**config.mk**
```make
export PLATFORM = sky130hd
export DESIGN_NAME = param_ring_counter
export DESIGN_NICKNAME = d
export VERILOG_FILES = /design/src/rtl/param_ring_counter.sv
export SDC_FILE = /design/constraint.sdc
export NUM_CORES = 1
export LEC_CHECK = 0
export CAP_MARGIN = 20
export CORE_MARGIN = 4
export CORE_UTILIZATION = 25
export CTS_CLUSTER_SIZE = 14
export DETAILED_ROUTE_END_ITERATION = 8
export MAX_ROUTING_LAYER = met4
export SLEW_MARGIN = 20
export SYNTH_ARGS = -nofsm -noshare
export SYNTH_HDL_FRONTEND = slang
export SYNTH_SLANG_ARGS = --single-unit
export TNS_END_PERCENT = 20
```
**constraint.sdc**
```tcl
create_clock -name clk -period 5.7 [get_ports clk]
set_input_delay 0.855 -clock clk [delete_from_list [all_inputs] [get_ports clk]]
set_output_delay 0.855 -clock clk [all_outputs]
set_load 0.01 [all_outputs]
```
**src/rtl/param_ring_counter.sv**
```systemverilog
// Parameterised up/down ring counter with a per-run round count.
// A start pulse captures limit, direction and round count; the run ends on the final wrap or on stop.
module param_ring_counter #(
    parameter int unsigned WIDTH = 8,
    parameter int unsigned RW    = 8
) (
    input  logic             clk,
    input  logic             rst,
    input  logic             start,
    input  logic             stop,
    input  logic             en,
    input  logic             dir,
    input  logic [WIDTH-1:0] i_num_cnt,
    input  logic [RW-1:0]    i_num_round,
    output logic [WIDTH-1:0] cnt_o,
    output logic [RW-1:0]    round_o,
    output logic             wrap_o,
    output logic             done_o,
    output logic             busy_o
);

    typedef enum logic {StIdle, StRun} state_e;

    state_e           state_q, state_d;
    logic [WIDTH-1:0] cnt_q, cnt_d;
    logic [WIDTH-1:0] lim_q, lim_d;
    logic [RW-1:0]    round_q, round_d;
    logic [RW-1:0]    nr_q, nr_d;
    logic             dir_q, dir_d;

    logic             run;
    logic             term;
    logic [RW-1:0]    nr_m1;

    assign run   = (state_q == StRun);
    assign term  = dir_q ? (cnt_q == '0) : (cnt_q == lim_q);
    assign nr_m1 = nr_q - RW'(1);

    // rst gates the pulses so they stay low in a reset cycle even mid-run.
    assign wrap_o  = run & en & ~stop & term & ~rst;
    assign done_o  = wrap_o & (nr_q != '0) & (round_q == nr_m1);
    assign busy_o  = run;
    assign cnt_o   = cnt_q;
    assign round_o = round_q;

    always_comb begin
        state_d = state_q;
        cnt_d   = cnt_q;
        lim_d   = lim_q;
        round_d = round_q;
        nr_d    = nr_q;
        dir_d   = dir_q;
        unique case (state_q)
            StIdle: begin
                if (start) begin
                    lim_d   = i_num_cnt;
                    dir_d   = dir;
                    nr_d    = i_num_round;
                    round_d = '0;
                    cnt_d   = dir ? i_num_cnt : '0;
                    state_d = StRun;
                end
            end
            StRun: begin
                if (stop) begin
                    state_d = StIdle;
                end else if (en) begin
                    if (term) begin
                        cnt_d = dir_q ? lim_q : '0;
                        if (done_o) begin
                            round_d = nr_q;
                            state_d = StIdle;
                        end else begin
                            round_d = round_q + RW'(1);
                        end
                    end else begin
                        cnt_d = dir_q ? (cnt_q - WIDTH'(1)) : (cnt_q + WIDTH'(1));
                    end
                end
            end
            default: state_d = StIdle;
        endcase
    end

    always_ff @(posedge clk) begin
        if (rst) begin
            state_q <= StIdle;
            cnt_q   <= '0;
            lim_q   <= '0;
            round_q <= '0;
            nr_q    <= '0;
            dir_q   <= 1'b0;
        end else begin
            state_q <= state_d;
            cnt_q   <= cnt_d;
            lim_q   <= lim_d;
            round_q <= round_d;
            nr_q    <= nr_d;
            dir_q   <= dir_d;
        end
    end

endmodule

```
Word level (Yosys, flattened, before mapping):

Cells that the tools add are included.

* bitwise gates (word level): 9
* equality and inequality tests: 6
* add/sub/neg operators: 4
* reductions and logical operators: 5
* multiplexer cells: 21

Operators with widths (count)
* 8-bit two-way mux: 12
* 8-bit one-hot mux with 2 select lines: 2
* 8-bit by 1-bit adder with 8-bit output (second input constant): 2
* 8-bit equality test: 2
* 8-bit by 1-bit subtractor with 8-bit output (second input constant): 2
* 8-bit logical NOT: 1
* 8-bit nonzero test: 1
* 1-bit bitwise AND: 6
* 1-bit two-way mux: 6
* 2-bit inequality test (second input constant): 3
* 4-bit AND reduction: 1
* 1-bit inverter: 3
* 3-bit AND reduction: 1
* 2-bit by 1-bit inequality test with 1-bit output (second input constant): 1
* 1-bit one-hot mux with 2 select lines: 1
* 2-bit AND reduction: 1

* output and inout port bits: 19
* input port bits: 22
* logic and storage cells: 51
* bits in registers: 34

Depth between registers and ports, before layout:

Gate-level depths: netlist of run 1.

* word-level depth: 11
* depth in mapped cells: 10
* depth with buffers taken out: 9

Least setup slack after synthesis of run 1:

Ideal clock, no wire load.

* kind: register to output
* start point: reg nr_q[0]
* end point: out done_o
* buffers on the path: 1
* setup slack: 2821 ps
* stages on the path, launching flop included: 9
* arrival: 2024 ps
* cell sequence: dfxtp_1 -> inv_1 -> ha_1 -> xor2_1 -> o31a_1 -> nor4_1 -> nand3_1 -> buf_2 -> nor2_1

* word-level cells in the longest chain between the ends: 3

RTL lines
* start, declared: RTL line 28 `logic [RW-1:0] nr_q, nr_d;`
* start signal, assigned: RTL line 98 `nr_q <= nr_d;`
* 8-bit by 1-bit subtractor with 8-bit output / 8-bit nonzero test (equally long branches): RTL line 37, 41
* 8-bit equality test / 1-bit bitwise AND (equally long branches): RTL line 41 `assign done_o = wrap_o & (nr_q != '0) & (round_q == nr_m1);`
* 1-bit bitwise AND (*): RTL line 41
* end, declared: RTL line 18 `output logic done_o,`

Every way passes the cells marked *; elsewhere a longest branch is shown, timed or not.

Worst setup path in the final report of run 1:

* start point: reg dir_q
* end point: out done_o

* word-level cells in the longest chain between the ends: 5

RTL lines
* start, declared: RTL line 29 `logic dir_q, dir_d;`
* start signal, assigned: RTL line 99 `dir_q <= dir_d;`
* 1-bit two-way mux: RTL line 36 `assign term = dir_q ? (cnt_q == '0) : (cnt_q == lim_q);`
* 1-bit bitwise AND (2 in series): RTL line 40 `assign wrap_o = run & en & ~stop & term & ~rst;`
* 1-bit bitwise AND (2 in series): RTL line 41

No other way between the ends.

==> results of run 1 <==
-- worst min-delay path by stage --
| stage | to | slack, ps | cells past startpoint |
|---|---|---|---|
| floorplan | round_o[1]$_SDFFE_PP0P_ | 450 | 2 |
| global placement | round_o[1]$_SDFFE_PP0P_ | 470 | 2 |
| detailed placement | round_o[1]$_SDFFE_PP0P_ | 480 | 2 |
| CTS | round_o[1]$_SDFFE_PP0P_ | 490 | 2 |
| global route | lim_q[2]$_SDFFE_PP0P_ | 510 | 2 |
| finish | round_o[1]$_SDFFE_PP0P_ | 480 | 2 |
-- through the flow --
step	utilization, %	cells	worst slack (ps)	hold WS (ps)	cell area (um^2)
after floorplan	-	279	2820	455	2170
after global placement	32.0	415	1700	475	2670
after detailed placement	32.0	415	1610	479	2670
after CTS	33.1	423	1270	487	2760
after global routing	33.1	423	1100	511	2760
final	33.1	423	1300	483	2760
-- tightest hold or removal path: stages (launching register included) --
cell     delay (ps)
dfxtp_1         330
nand2_1          60
o21ai_1          50
-- flip-flops by register name, indices dropped and copies added (netlist names) --
register	cells
lim_q	8
busy_o	1
cnt_o	8
dir_q	1
nr_q	8
round_o	8
-- area by class of cell --
class                           instances  area [um^2]  share of cell area (%)
Multi-Input combinational cell        222         1390                    50.4
Sequential cell                        34          681                    24.6
Timing Repair Buffer                   42          415                    15.0
Tap cell                              105          131                    4.76
Clock buffer                            7         86.3                    3.13
Inverter                               12         50.0                    1.81
Clock inverter                          1         5.00                   0.181
-- logic make-up (layout without fill, tap and decap cells) --
logic type | after synthesis | in the layout
simple gates | 110 | 110
compound gates | 75 | 75
flops | 34 | 34
xor+xnor | 23 | 23
buf+inv | 23 | 62
fa+ha+maj | 9 | 9
mux | 5 | 5
-- cell usage in the layout (no fill, tap or decap), types with 7 or more instances in the layout --
cell,n
nor2_1,19
nand2_1,52
nand3_1,9
ha_1,8
a21oi_1,24
clkdlybuf4s50_1,40
nor3_1,7
dfxtp_1,34
nor2b_1,7
inv_1,11
xor2_1,14
xnor2_1,9
-- where the power goes --
part,switching (mW),internal [mW]
clock network,0.0910,0.0975
logic,0.0744,0.0705
registers,0.0230,0.251
total,0.188,0.419
-- routing by layer --
layer	GRT usage, %	part of all wire (%)
met1	18.1	48
met2	20.5	46
met3	2.41	5.3
met4	4.29	1.1
met5	-	0
==> run metrics, run 1 <==
initial antenna violation count 0; row cnt 33; ys async rst share 0%; setup slack, reg-to-reg 2720 ps; Synth Area in Adders 5.52%; post-synthesis register bit count 34; Max transition margin 42.1%; clock transition at the registers of the reported paths 70 ps; Hold Crit Start nr_q[1]$_SDFFE_PP0P_; synthesized instance count 279; root buf cell clkbuf_8; num ports 41; largest family of logic cells by synthesized area simple AND/OR/NAND/NOR gates; critical path class reg2out; Final Skew 10.5 ps; number of buffers created by CTS 5; CP endpoint done_o; final RePlAce weighted congestion 0.898; Remaining DRCs 0; Critical-path top delay cell dfxtp_1; Net Count, Synth 310; Top FF cell, synth dfxtp_1; crit-path cells or4b_4, nor4_4, a41oi_2, or3_1, nor2_1, clkdlybuf4s50_1; worst min path class reg2reg; largest net degree at the start of global routing 32; # fillers 912; DP HPWL 4560 um; Clock Tree Buf Depth 2; CTS tree built; CP Data Arrival Time 3550 ps; CP bufs+invs 1; status finished, final reports clean; Req. time, crit path 4850 ps; clk sink count 34; Max IR drop VDD 0.101 mV; Yosys warnings 0; ANT cells 0; Hold-fix buffers, CTS 0; Yosys cell types 46; post-CTS resize count 0; total track usage 13.5%; starting DRC count in detailed routing 110; most frequent cells after synthesis 52 x nand2_1, 34 x dfxtp_1, 24 x a21oi_1; Setup crit start dir_q$_SDFFE_PP0P_; crit end category output port; initial core utilization 26.1%; worst r2r src dir_q$_SDFFE_PP0P_; die area 10,300 um^2; final hold vios 0; Pleak 1.09 nW; most frequent cell after synthesis nand2_1; total grt overflow 0; cell depth of the worst setup path 6; worst reg2reg path endpoint round_o[2]$_SDFFE_PP0P_; IO Port Bufs 40; first-pass GRT wire length 10,800 um; synthesized area 2170 um^2; Design Power 607 uW; Vias per Instance 5.05; DRT Wirelength 6210 um; top cell type's share of synthesized area 31.3%; Core Box Area 8340 um^2; Post-CTS Setup Repair Bufs 0; H-tree depth 2; fraction of the mapped netlist area in simple logic gates 23.9%; complex-gate fraction of the synthesized area 23.0%; fin nets 348; pins over their slew limit 0; startpoint types flip-flop; critical-path maximum fanout 17; Power Density 220 nW/um^2; Max-Cap Viols 0; xor/xnor share of the synthesized area 9.26%; Die Height 101 um; Worst R2R Path Depth 7; Final period util 77.3%; via count 2,135; layout cells sized above 1 5.03%; final setup fails 0; RSZ-0062 raised after global routing false; Synth area leader dfxtp_1; mux cell area share after synthesis 2.30%; antenna-violating nets left 0; Syn Area/Cell 7.79 um^2; worst-margin pin slew 868 ps; Top Family by Delay on Critical Path simple AND/OR/NAND/NOR gates; DRT Pass-1 Iters 4; Die Wd 101 um; crit path time final 4400 ps; EDFF count, synth 0; Avg WL per Cell 14.7 um; area growth from synthesis to final layout 27.0%; Critical Path Max Stage Delay 700 ps; Setup Total Neg Slack 0 ps; fmax 227 MHz; top cells by area, synth dfxtp_1 31%, nand2_1 9.0%, xor2_1 5.6%; number of global-route vias before repair 2,211; later-pin clock latency in the skew report 290 ps; sequential area share after synthesis 31.3%
No activity file was read; power rests on OpenSTA's default activity.
==> run 2, diff against run 1 <==
Clock period 5.7 ns to 4.6 ns, I/O delays scaled along.
==> run 2 against run 1 <==
Total power up 24%. Highest routed layer unchanged. Register-to-register slack worse by 800 ps. First-iteration DRC count down 28%. Critical endpoint unchanged. Sequential share of layout area down 0.13 points. Sequential power up 23%. Final cell count up 0.47%.
==> run metrics, run 2 (same netlist as run 1, synthesis figures left out) <==
H-tree depth 2 (unchanged); fmax 255 MHz; Core Box Area 8340 um^2 (unchanged); Multi-input gate area 1390 um^2 (unchanged); worst min path class reg2reg; most frequent cells in the layout 52 x nand2_1, 40 x clkdlybuf4s50_1, 34 x dfxtp_1; critical path class reg2out; Avg WL per Cell 14.4 um (-1.8%); NetSw 231 uW (+23%); Max transition margin 47.7% (+5.5 points); worst-margin pin slew 785 ps (-83.0 ps); ANT cells 0 (unchanged); IO Port Bufs 40 (unchanged); Cells after DPL 417 (+0.48%); Die Wd 101 um (unchanged); final core occ 33.3% (+0.18 points); crit path time final 3930 ps; Worst R2R Path Depth 8 (+1); Clock Tree Buf Depth 2 (unchanged); setup slack, reg-to-reg 1920 ps (-800 ps); Power Density 270 nW/um^2 (+23%); Max IR drop VDD 0.134 mV (+33%); num ports 41 (unchanged); DRT Pass-1 Iters 4 (unchanged); CP endpoint done_o; Post-CTS Setup Repair Bufs 0 (unchanged); starting DRC count in detailed routing 79 (-28%); row cnt 33 (unchanged); RSZ-0062 raised after global routing false; Final period util 85.4%; later-pin clock latency in the skew report 300 ps (about the same); fin area 2780 um^2 (+0.54%); Most Crowded Layer GR met2; commonest non-fill, non-tap cell in the layout nand2_1; clock transition at the registers of the reported paths 70 ps (about the same); final setup fails 0 (unchanged); met2 GRT Util 20.3% (-0.25 points); first-pass GRT wire length 10,300 um (-4.5%); DRT Wirelength 6130 um (-1.4%); via count 2,106 (-1.4%); Setup Total Neg Slack 0 ps (unchanged); largest net degree at the start of global routing 32 (unchanged); Max-Cap Viols 0 (unchanged); Clock power frac 30.8% (-0.3 points); initial core utilization 26.1% (unchanged); final std cells w/o fill 425 (+0.47%); die area 10,300 um^2 (unchanged); Design Power 751 uW (+24%); Placement Cell Area 2690 um^2 (+0.56%); Die Height 101 um (unchanged); worst r2r src dir_q$_SDFFE_PP0P_; Final Skew 14.9 ps (+4.41 ps); pins over their slew limit 0 (unchanged); Req. time, crit path 3910 ps (-940 ps); Setup crit start dir_q$_SDFFE_PP0P_; Min-Delay Path Depth 2 (unchanged); Hold-fix buffers, CTS 0 (unchanged); total grt overflow 0 (unchanged); sequential power share 44.7% (-0.4 points); initial antenna violation count 0 (unchanged); layout cells sized above 1 5.63% (+0.59 points); final hold vios 0 (unchanged); worst reg2reg path endpoint round_o[2]$_SDFFE_PP0P_; clk sink count 34 (unchanged); met1 Use GR 17.1% (-0.99 points); critical-path maximum fanout 17 (unchanged); CP Data Arrival Time 3240 ps (-310 ps); Remaining DRCs 0 (unchanged); flip-flop and latch area 681 um^2 (unchanged); status finished, final reports clean; area growth from synthesis to final layout 27.7%; root buf cell clkbuf_8; combinational group share of total power 24.5% (+0.6 points); Vias per Instance 4.96 (-1.8%); # fillers 898 (-1.5%); startpoint types flip-flop; switch share 30.8% (-0.21 points); Pleak 1.10 nW (+0.87%); fin nets 350 (+0.57%); number of global-route vias before repair 2,092 (-5.4%); final RePlAce weighted congestion 0.906 (+0.88%); M3 GR Usage 2.62% (+0.21 points); total track usage 13.0% (-0.48 points); crit end category output port; CTS tree built; antenna-violating nets left 0 (unchanged); DP HPWL 4630 um (+1.7%); post-CTS resize count 0 (unchanged); Cell Int Power 520 uW (+24%); number of buffers created by CTS 5 (unchanged)
-- run 2: metal layers --
layer	part of all wire [%]	wire (um)
met1	49	3010
met2	45	2750
met3	4.5	277
met4	1.3	82
met5	0	0
-- run 2: layout make-up --
type,instances,area share [%]
well taps,105,4.73
multi-input cells,222,50.2
inverters,12,1.80
clock inverters,1,0.180
repair buffers,44,15.5
flip-flops and latches,34,24.5
clock buffers,7,3.11
-- run 2: stage by stage --
stage / hold slack (ps) / worst slack (ps)
2_1_floorplan: 455 / 1890
3_3_place_gp: 474 / 997
3_5_place_dp: 473 / 952
4_1_cts: 481 / 621
5_1_grt: 513 / 452
6_report: 475 / 671
-- run 2: critical path, cell delays in order (launching register included) --
cell             delay [ps]
dfxtp_1                 310
buf_4                   210
or4b_4                  490
nor4_4                  430
a41oi_2                 220
or3_1                   590
nor2_1                  150
clkdlybuf4s50_1         540
-- run 2: power by group through the flow --
| stage | Clock [mW] | Combinational (mW) | Sequential, mW |
|---|---|---|---|
| CTS | 0.238 | 0.186 | 0.336 |
| detailed placement | 0 | 0.184 | 0.342 |
| global route | 0.249 | 0.206 | 0.339 |
| finish | 0.231 | 0.184 | 0.336 |
| floorplan | 0 | 0.119 | 0.338 |
| global placement | 0 | 0.183 | 0.342 |
-- run 2: worst min-delay path by stage --
stage | slack, ps | start | end
floorplan | 450 | nr_q[1]$_SDFFE_PP0P_ | round_o[1]$_SDFFE_PP0P_
global route | 510 | lim_q[5]$_SDFFE_PP0P_ | lim_q[5]$_SDFFE_PP0P_
detailed placement | 470 | nr_q[1]$_SDFFE_PP0P_ | round_o[1]$_SDFFE_PP0P_
finish | 480 | nr_q[1]$_SDFFE_PP0P_ | round_o[1]$_SDFFE_PP0P_
global placement | 470 | nr_q[1]$_SDFFE_PP0P_ | round_o[1]$_SDFFE_PP0P_
CTS | 480 | nr_q[1]$_SDFFE_PP0P_ | round_o[1]$_SDFFE_PP0P_
